$ cat src/rtl/cpu_seq_pkg.sv
// Shared definitions for the cpu_seq_ctrl instruction sequencer: FSM states,
// opcode/funct constants and next-PC select encodings.
package cpu_seq_pkg;

  typedef enum logic [2:0] {
    S_FETCH  = 3'd0,
    S_DECODE = 3'd1,
    S_EXEC   = 3'd2,
    S_WB     = 3'd3,
    S_BRANCH = 3'd4,
    S_TRAP   = 3'd5
  } state_t;

  localparam logic [5:0] OP_RTYPE  = 6'b000000;
  localparam logic [5:0] OP_REGIMM = 6'b000001;
  localparam logic [5:0] OP_J      = 6'b000010;
  localparam logic [5:0] OP_ADDI   = 6'b001000;
  localparam logic [5:0] OP_ADDIU  = 6'b001001;
  localparam logic [5:0] OP_SLTI   = 6'b001010;
  localparam logic [5:0] OP_XORI   = 6'b001110;
  localparam logic [5:0] OP_LUI    = 6'b001111;
  localparam logic [5:0] OP_SPEC2  = 6'b011100;
  localparam logic [5:0] OP_SEB    = 6'b011111;

  localparam logic [5:0] FN_SRL  = 6'b000010;
  localparam logic [5:0] FN_SRAV = 6'b000111;
  localparam logic [5:0] FN_ADD  = 6'b100000;
  localparam logic [5:0] FN_SUB  = 6'b100010;
  localparam logic [5:0] FN_SUBU = 6'b100011;
  localparam logic [5:0] FN_SLTU = 6'b101011;
  localparam logic [5:0] FN_CLZ  = 6'b100000;
  localparam logic [5:0] FN_CLO  = 6'b100001;

  localparam logic [1:0] PC_SEL_SEQ    = 2'b00;
  localparam logic [1:0] PC_SEL_JUMP   = 2'b01;
  localparam logic [1:0] PC_SEL_BRANCH = 2'b10;

  localparam int CNT_W = 4;

endpackage

$ cat src/rtl/cpu_seq_classify.sv
// Combinational instruction classifier: maps the latched IR onto the
// sequencer's instruction classes.
module cpu_seq_classify #(
  parameter int IW = 32
) (
  input  logic [IW-1:0] ir,
  output logic          is_alu,
  output logic          is_multi,
  output logic          is_branch,
  output logic          is_jump,
  output logic          ovf_trap_op,
  output logic          is_illegal
);
  import cpu_seq_pkg::*;

  logic [5:0] op;
  logic [5:0] fn;
  logic       unused_ir;

  assign op        = ir[31:26];
  assign fn        = ir[5:0];
  assign unused_ir = ^ir;

  always_comb begin
    // NOTE: every output gets a default first so no path leaves one unassigned (no latch).
    is_alu      = 1'b0;
    is_multi    = 1'b0;
    is_branch   = 1'b0;
    is_jump     = 1'b0;
    ovf_trap_op = 1'b0;
    is_illegal  = 1'b0;
    case (op)
      OP_RTYPE: begin
        case (fn)
          FN_ADD, FN_SUB: begin
            is_alu      = 1'b1;
            ovf_trap_op = 1'b1;
          end
          FN_SUBU, FN_SRAV, FN_SLTU, FN_SRL: is_alu = 1'b1;
          default: is_illegal = 1'b1;
        endcase
      end
      OP_ADDI: begin
        is_alu      = 1'b1;
        ovf_trap_op = 1'b1;
      end
      OP_ADDIU, OP_XORI, OP_SLTI, OP_LUI, OP_SEB: is_alu = 1'b1;
      OP_SPEC2: begin
        if (fn == FN_CLO || fn == FN_CLZ) is_multi   = 1'b1;
        else                              is_illegal = 1'b1;
      end
      OP_J:      is_jump    = 1'b1;
      OP_REGIMM: is_branch  = 1'b1;
      default:   is_illegal = 1'b1;
    endcase
  end

endmodule

$ cat src/rtl/cpu_seq_ctrl.sv
// Multi-cycle instruction sequencer: FETCH/DECODE/EXEC/WB/BRANCH/TRAP.
// Optional retired-instruction counter enabled by defining CPU_SEQ_ICOUNT_EN.
module cpu_seq_ctrl #(
  parameter int CLZ_LAT = 4,
  parameter int IW      = 32
) (
  input  logic          clk,
  input  logic          rst_n,
  input  logic          hold,
  output logic          imem_req,
  input  logic          imem_ready,
  input  logic [IW-1:0] imem_rdata,
  input  logic          overflow,
  input  logic          branch_taken,
  output logic [IW-1:0] ir,
  output logic [3:0]    reg_we,
  output logic          pc_en,
  output logic [1:0]    pc_sel,
  output logic [2:0]    state,
  output logic          ovf_flag,
  output logic          illegal
`ifdef CPU_SEQ_ICOUNT_EN
  ,
  output logic [31:0]   retired_cnt
`endif
);
  import cpu_seq_pkg::*;

  state_t           st;
  logic [CNT_W-1:0] cnt;
  logic             is_alu, is_multi, is_branch, is_jump, ovf_trap_op, is_illegal;
  logic             wb_suppress;

  cpu_seq_classify #(.IW(IW)) u_classify (
    .ir          (ir),
    .is_alu      (is_alu),
    .is_multi    (is_multi),
    .is_branch   (is_branch),
    .is_jump     (is_jump),
    .ovf_trap_op (ovf_trap_op),
    .is_illegal  (is_illegal)
  );

  assign state       = st;
  assign wb_suppress = (st == S_WB) && ovf_trap_op && overflow;
  // NOTE: rst_n gates the request so it reads 0 throughout reset, not just after the first edge.
  assign imem_req    = rst_n && (st == S_FETCH) && !hold;

  always_ff @(posedge clk or negedge rst_n) begin
    if (!rst_n) begin
      st       <= S_FETCH;
      ir       <= '0;
      cnt      <= '0;
      ovf_flag <= 1'b0;
      illegal  <= 1'b0;
    end else begin
      // NOTE: non-blocking assignments so every register samples pre-edge values.
      case (st)
        S_FETCH: begin
          if (imem_req && imem_ready) begin
            ir <= imem_rdata;
            st <= S_DECODE;
          end
        end
        S_DECODE: begin
          if (is_illegal) begin
            st <= S_TRAP;
          end else if (is_multi) begin
            cnt <= CNT_W'(CLZ_LAT - 1);
            st  <= S_EXEC;
          end else if (is_alu) begin
            cnt <= '0;
            st  <= S_EXEC;
          end else if (is_jump || is_branch) begin
            st <= S_BRANCH;
          end else begin
            st <= S_TRAP;
          end
        end
        S_EXEC: begin
          if (cnt != '0) cnt <= cnt - 1'b1;
          else           st  <= S_WB;
        end
        S_WB: begin
          if (wb_suppress) ovf_flag <= 1'b1;
          st <= S_FETCH;
        end
        S_BRANCH: st      <= S_FETCH;
        S_TRAP:   illegal <= 1'b1;
        default:  st      <= S_FETCH;
      endcase
    end
  end

  // Strobes decode straight from the state register so branch_taken and
  // overflow are used in the cycle they are valid.
  always_comb begin
    reg_we = 4'b0000;
    pc_en  = 1'b0;
    pc_sel = PC_SEL_SEQ;
    case (st)
      S_WB: begin
        pc_en  = 1'b1;
        reg_we = wb_suppress ? 4'b0000 : 4'b1111;
      end
      S_BRANCH: begin
        pc_en = 1'b1;
        if (is_jump)           pc_sel = PC_SEL_JUMP;
        else if (branch_taken) pc_sel = PC_SEL_BRANCH;
      end
      default: ;
    endcase
  end

`ifdef CPU_SEQ_ICOUNT_EN
  always_ff @(posedge clk or negedge rst_n) begin
    if (!rst_n)                           retired_cnt <= '0;
    else if (st == S_WB || st == S_BRANCH) retired_cnt <= retired_cnt + 32'd1;
  end
`endif

endmodule
$ cat config.mk
export PLATFORM = sky130hd
export DESIGN_NAME = cpu_seq_ctrl
export DESIGN_NICKNAME = d
export VERILOG_FILES = /design/src/rtl/cpu_seq_pkg.sv /design/src/rtl/cpu_seq_classify.sv /design/src/rtl/cpu_seq_ctrl.sv
export SDC_FILE = /design/constraint.sdc
export NUM_CORES = 1
export LEC_CHECK = 0
export CAP_MARGIN = 20
export CORE_ASPECT_RATIO = 1.25
export CORE_MARGIN = 4
export CORE_UTILIZATION = 38
export CTS_CLUSTER_DIAMETER = 60
export DETAILED_ROUTE_END_ITERATION = 12
export PLACE_DENSITY = 0.76
export SLEW_MARGIN = 20
export SYNTH_ARGS = -nofsm -noshare
export SYNTH_HDL_FRONTEND = slang
export SYNTH_SLANG_ARGS = --single-unit
$ cat constraint.sdc
create_clock -name clk -period 1.8 [get_ports clk]
set_input_delay 0.36 -clock clk [delete_from_list [all_inputs] [get_ports clk]]
set_output_delay 0.36 -clock clk [all_outputs]
set_load 0.05 [all_outputs]
Yosys cells after proc, flatten, opt, wreduce, memory -nomap -nowiden
Cells that the tools add are included.

cells by class
  muxes and demuxes = 29
  reduce and logical (&&, ||, !) cells = 21
  add/subtract/negate cells = 1
  equality and inequality tests = 26
  bitwise gates (word level) = 1

operator list
  cell                number
  $eq 6x4->1 const B  5
  $eq 6x6->1 const B  5
  $mux 4              6
  $mux 3              5
  $eq 6x2->1 const B  2
  $eq 6x5->1 const B  2
  $pmux 3 s4          1
  $reduce_or 6->1     2
  $mux 1              10
  $pmux 4 s2          1
  $reduce_or 8->1     1
  $eq 3x2->1 const B  2
  $eq 3x3->1 const B  2
  $eq 6x1->1 const B  1
  $eq 6x3->1 const B  1
  $logic_not 6->1     1
  $mux 2              3
  $ne 2x2->1 const B  3
  $logic_and 1x1->1   5
  $pmux 1 s2          2
  $reduce_and 2->1    2
  $reduce_and 4->1    1
  $reduce_bool 4->1   1
  $reduce_or 2->1     2
  11 further kinds    12

storage, ports and cells
  register bits = 41
  input bits = 38
  logic and storage cells = 83

Logic depth before layout (Yosys ltp)
  depth after elaboration = 8
  mapped depth = 7
  mapped depth without buffers = 6

Modules after synthesis
From an unflattened synthesis, not the netlist that was laid out.

second synthesis, totals
  cell total of the unflattened synthesis = 164
  area total of the unflattened synthesis = 1,976.9 um2

by module, submodules not included
  module            instances  area an instance (um2)  cells each
  cpu_seq_ctrl      1          1,773.0                 132
  cpu_seq_classify  1          203.9                   32

Worst setup path after synthesis
No wires, ideal clock.

  path type = reg-to-output
  from = register ir[3]
  to = output port reg_we[1]
  path slack = -0.804 ns
  data required time = 1.440 ns
  arrival time = 2.244 ns
  stages on the path, launching flop included = 6
  path through = dfrtp_1 > or4b_1 > nor2_1 > o2111a_1 > nor2_1 > buf_4

on the way
  word-level cells in the longest chain between the ends = 8
  elaborated cells on any way between the ends = 9
  classes of those cells = eq/ne: 2; mux: 4; reduce/logical: 3

RTL lines
  element                           line                    source
  start, declared                   cpu_seq_ctrl.sv:15      output logic [IW-1:0] ir,
  start signal, assigned            cpu_seq_ctrl.sv:61      ir <= imem_rdata;
  $eq 6x6->1                        cpu_seq_classify.sv:34  case (fn)
  $reduce_or 2->1 *                 -
  $mux 1 *                          cpu_seq_classify.sv:34
  $pmux 1 s2 *                      cpu_seq_classify.sv:32  case (op)
  $logic_and 1x1->1 * (2 in a row)  cpu_seq_ctrl.sv:45      assign wb_suppress = (st == S_WB) && ovf_trap_op && overflow;
  $mux 4 *                          cpu_seq_ctrl.sv:104     reg_we = wb_suppress ? 4'b0000 : 4'b1111;
  $mux 4 *                          cpu_seq_ctrl.sv:101     case (st)
  end, declared                     cpu_seq_ctrl.sv:16      output logic [3:0] reg_we,

Mark *: on every way between the ends. The rest lies on a longest branch, timed or not.

Final worst setup path
  from = register ir[4]
  to = output port reg_we[3]

The elaborated chain is that of the path after synthesis.

==> impl_metrics.ini <==
[run_status]
outcome = finished, violations left
violations = setup timing

[critical_path]
rr_endpoint = cnt[0]
crit_type = reg2out
regToRegSetupSlack_ns = -0.31
crit_start = ir[4]
critPathMaxFanout = 4
worst_setup_path_start_kind = register
arrival_ns = 1.82
path_common_cell = nor2_4
regToRegStartpoint = ir[3]
path_depth = 5
crit_family = simple AND/OR/NAND/NOR gates
ff2ff_path_depth = 7
cp_cell_sequence = or4b_4, nor2_4, o2111a_2, nor2_4, buf_6
worst_path_max_delay_cell = or4b_4
worst_setup_path_end_kind = primary output
path_buf_inv = 1
crit_required_ns = 1.44
slowest_delay_ns = 0.56

[detailed_routing]
drt_iter0_drc = 62
drcViolationCount = 0
dr_total_vias = 1887
avgViaCountPerCell = 4.80
drt-pass1-iter-count = 4
wirelength_mm = 5.22
ant_nets = 0
wl_per_cell_um = 13.3

[synth]
syn_nets = 263
synth.distinct_cells = 38
syn-instance-count = 223
ys_ff_latch = 41
synth_edf_count = 0
syn_area_um2 = 1920
async_reset_ff_share_pct = 100
synth_ff_type = dfrtp_1
ys_seq_area_share_pct = 53.4
yosys_warnings = 0
syn_area_per_cell_um2 = 8.61

[clock_tree]
clkSinkCount = 41
cts_buffers = 5
cts_buffer_depth = 2
cts.clk_slew.worst_paths_ns = 0.08
cts-hold-fix-buffers = 0
cts_root_buffer = clkbuf_8
clock_latency_ns = 0.29
htreeDepth = 2
cts_tree = yes

[grt]
grt_pass1_vias = 1922
grt.total_usage_pct = 18.0
antenna_found_initial = 0
grt_max_degree = 42
grt_overflow = 0
grt_pass1_wl_mm = 8.78

[layout]
fin_area_um2 = 3150
synthToLayoutAreaGrowth_pct = 63.9
multi_input_area_um2 = 881
layout-drive-gt1-share_pct = 35.1
n_antenna_cell = 0
fillers = 397
fin_nets = 372
register_area_um2 = 1040

[floorplan]
rows = 28
core_um2 = 4800
die_y_um = 87.5
die_w_um = 71.6
io_pins = 83
die_area_um2 = 6260
start_util_pct = 40.0

[sta]
tightest_slew_ns = 0.513
period_minus_slack_ns = 2.18
rsz0062_at_grt = true
setup_viol = 12
relSlewSlack_pct = 65.8
hold_viol_final = 0
period_share_pct = 121
setup_slack_ns = -0.385
finClkSkew_ns = 0.00641
whs_ns = 0.172
max_freq_mhz = 458
drv_slew = 0

[power]
leakagePower_nw = 1.65
power_density_nw_per_um2 = 572
total_power_mw = 1.80
ir_worst_vdd_uv = 496

[place]
placed_area_um2 = 2930
port_buffers = 82
dp_hpwl_mm = 3.94
routabilityCongestion = 0.797

[job]
max_cap_violations = 0

[min_path]
min_path_type = in2async
-- metrics by stage --
step           TNS (ns)  util [%]  cells  setup slack, ns
6_report          -3.05      65.6    393           -0.385
5_1_grt           -3.84      65.6    393           -0.428
4_1_cts           -2.62      65.2    392           -0.395
3_5_place_dp     -0.719      61.1    381           -0.139
3_3_place_gp     -0.514      61.1    381          -0.0899
2_1_floorplan     -1.30         -    223           -0.248
-- metal layers --
metal / track usage, % / vias to the layer above / part of all wire (%)
met5: 0 / - / 0
met4: 6.84 / 0 / 2.0
met3: 7.16 / 12 / 9.7
met2: 30.8 / 66 / 50
met1: 19.9 / 881 / 38
li1: - / 928 / -
-- worst max-delay path by stage --
stage / to / slack [ns]
finish: reg_we[3] / -0.38
global route: reg_we[3] / -0.43
CTS: reg_we[3] / -0.40
detailed placement: cnt[0] / -0.14
global placement: cnt[1] / -0.09
floorplan: cnt[0] / -0.25
-- layout by cell type (no fill, tap or decap), types with 2 or more instances in the layout --
cell             netlist  routed
nor2_1                12       8
nand2_1              106     106
nor3_1                 4       4
o21ai_0                3       3
dfrtp_2                0      12
nor2b_1                2       2
clkbuf_8               0       6
clkdlybuf4s50_1        0      36
or4b_4                 1       2
ha_1                   2       2
buf_6                  0       5
buf_4                  3      66
a21oi_2                2       2
nor2_2                 2       3
nor2_4                 0       3
xor2_1                 3       3
dfrtp_1               41      29
o211ai_1               3       3
mux2_4                 0       2
nand3_1                3       3
buf_12                 0       4
inv_1                  4       4
-- synthesized netlist by cell type, types with 2 or more instances --
cell	number	area (um^2)
ha_1	2	25.0
o211ai_1	3	22.5
dfrtp_1	41	1030
mux2_1	2	22.5
nor3_1	4	20.0
buf_4	3	22.5
clkbuf_1	8	30.0
inv_1	4	15.0
o21ai_0	3	15.0
xor2_1	3	26.3
nor2_1	12	45.0
nand3_1	3	15.0
nor2_2	2	12.5
and4bb_1	2	25.0
nor2b_1	2	12.5
nand2_1	106	398
a21oi_2	2	17.5
-- report_power, final --
part           total [mW]  switching (mW)  internal [mW]  leakage, nW
registers           0.920               0          0.920        0.540
clock network       0.781           0.330          0.451       0.0574
logic              0.0991          0.0285         0.0707         1.05
-- registers in the layout, summed over array words and instances, names as in the netlist --
signal and cells:
ir 32, cnt 4, state 3, illegal 1, ovf_flag 1
-- worst reg2reg max path, cell delays in order, from the launching register on --
cell	delay (ns)
dfrtp_2	0.41
buf_4	0.13
buf_6	0.11
or4b_4	0.48
a311o_1	0.32
a21oi_2	0.17
nor2_2	0.08
mux2_4	0.30
-- logic make-up (layout without fill, tap and decap cells) --
kind of cell / Yosys count / count (layout) / share of synthesized area [%]
AO/OA/AOI/OAI: 18 / 18 / 6.97
XOR/XNOR: 3 / 3 / 1.37
adder cells (fa/ha/maj): 2 / 2 / 1.30
buffers and inverters: 16 / 126 / 3.71
flip-flops: 41 / 41 / 53.4
multiplexers: 2 / 2 / 1.17
AND/OR/NAND/NOR: 141 / 141 / 32.1
-- timing repair --
action                                  in CTS  in global routing
setup buffers                                3                  1
pin swaps                                    9                  5
endpoints found under the setup margin       8                 14
resized for setup                           14                  3
hold endpoints to repair                     0                  0
-- final cells by class --
| type | count | area share [%] |
|---|---|---|
| Clock inverter | 2 | 1.19 |
| Tap cell | 60 | 2.38 |
| Clock buffer | 6 | 2.62 |
| Timing Repair Buffer | 113 | 32.2 |
| Sequential cell | 41 | 33.1 |
| Inverter | 5 | 0.596 |
| Multi-Input combinational cell | 166 | 28.0 |
Note: power is estimated with default switching activity, not from simulation.
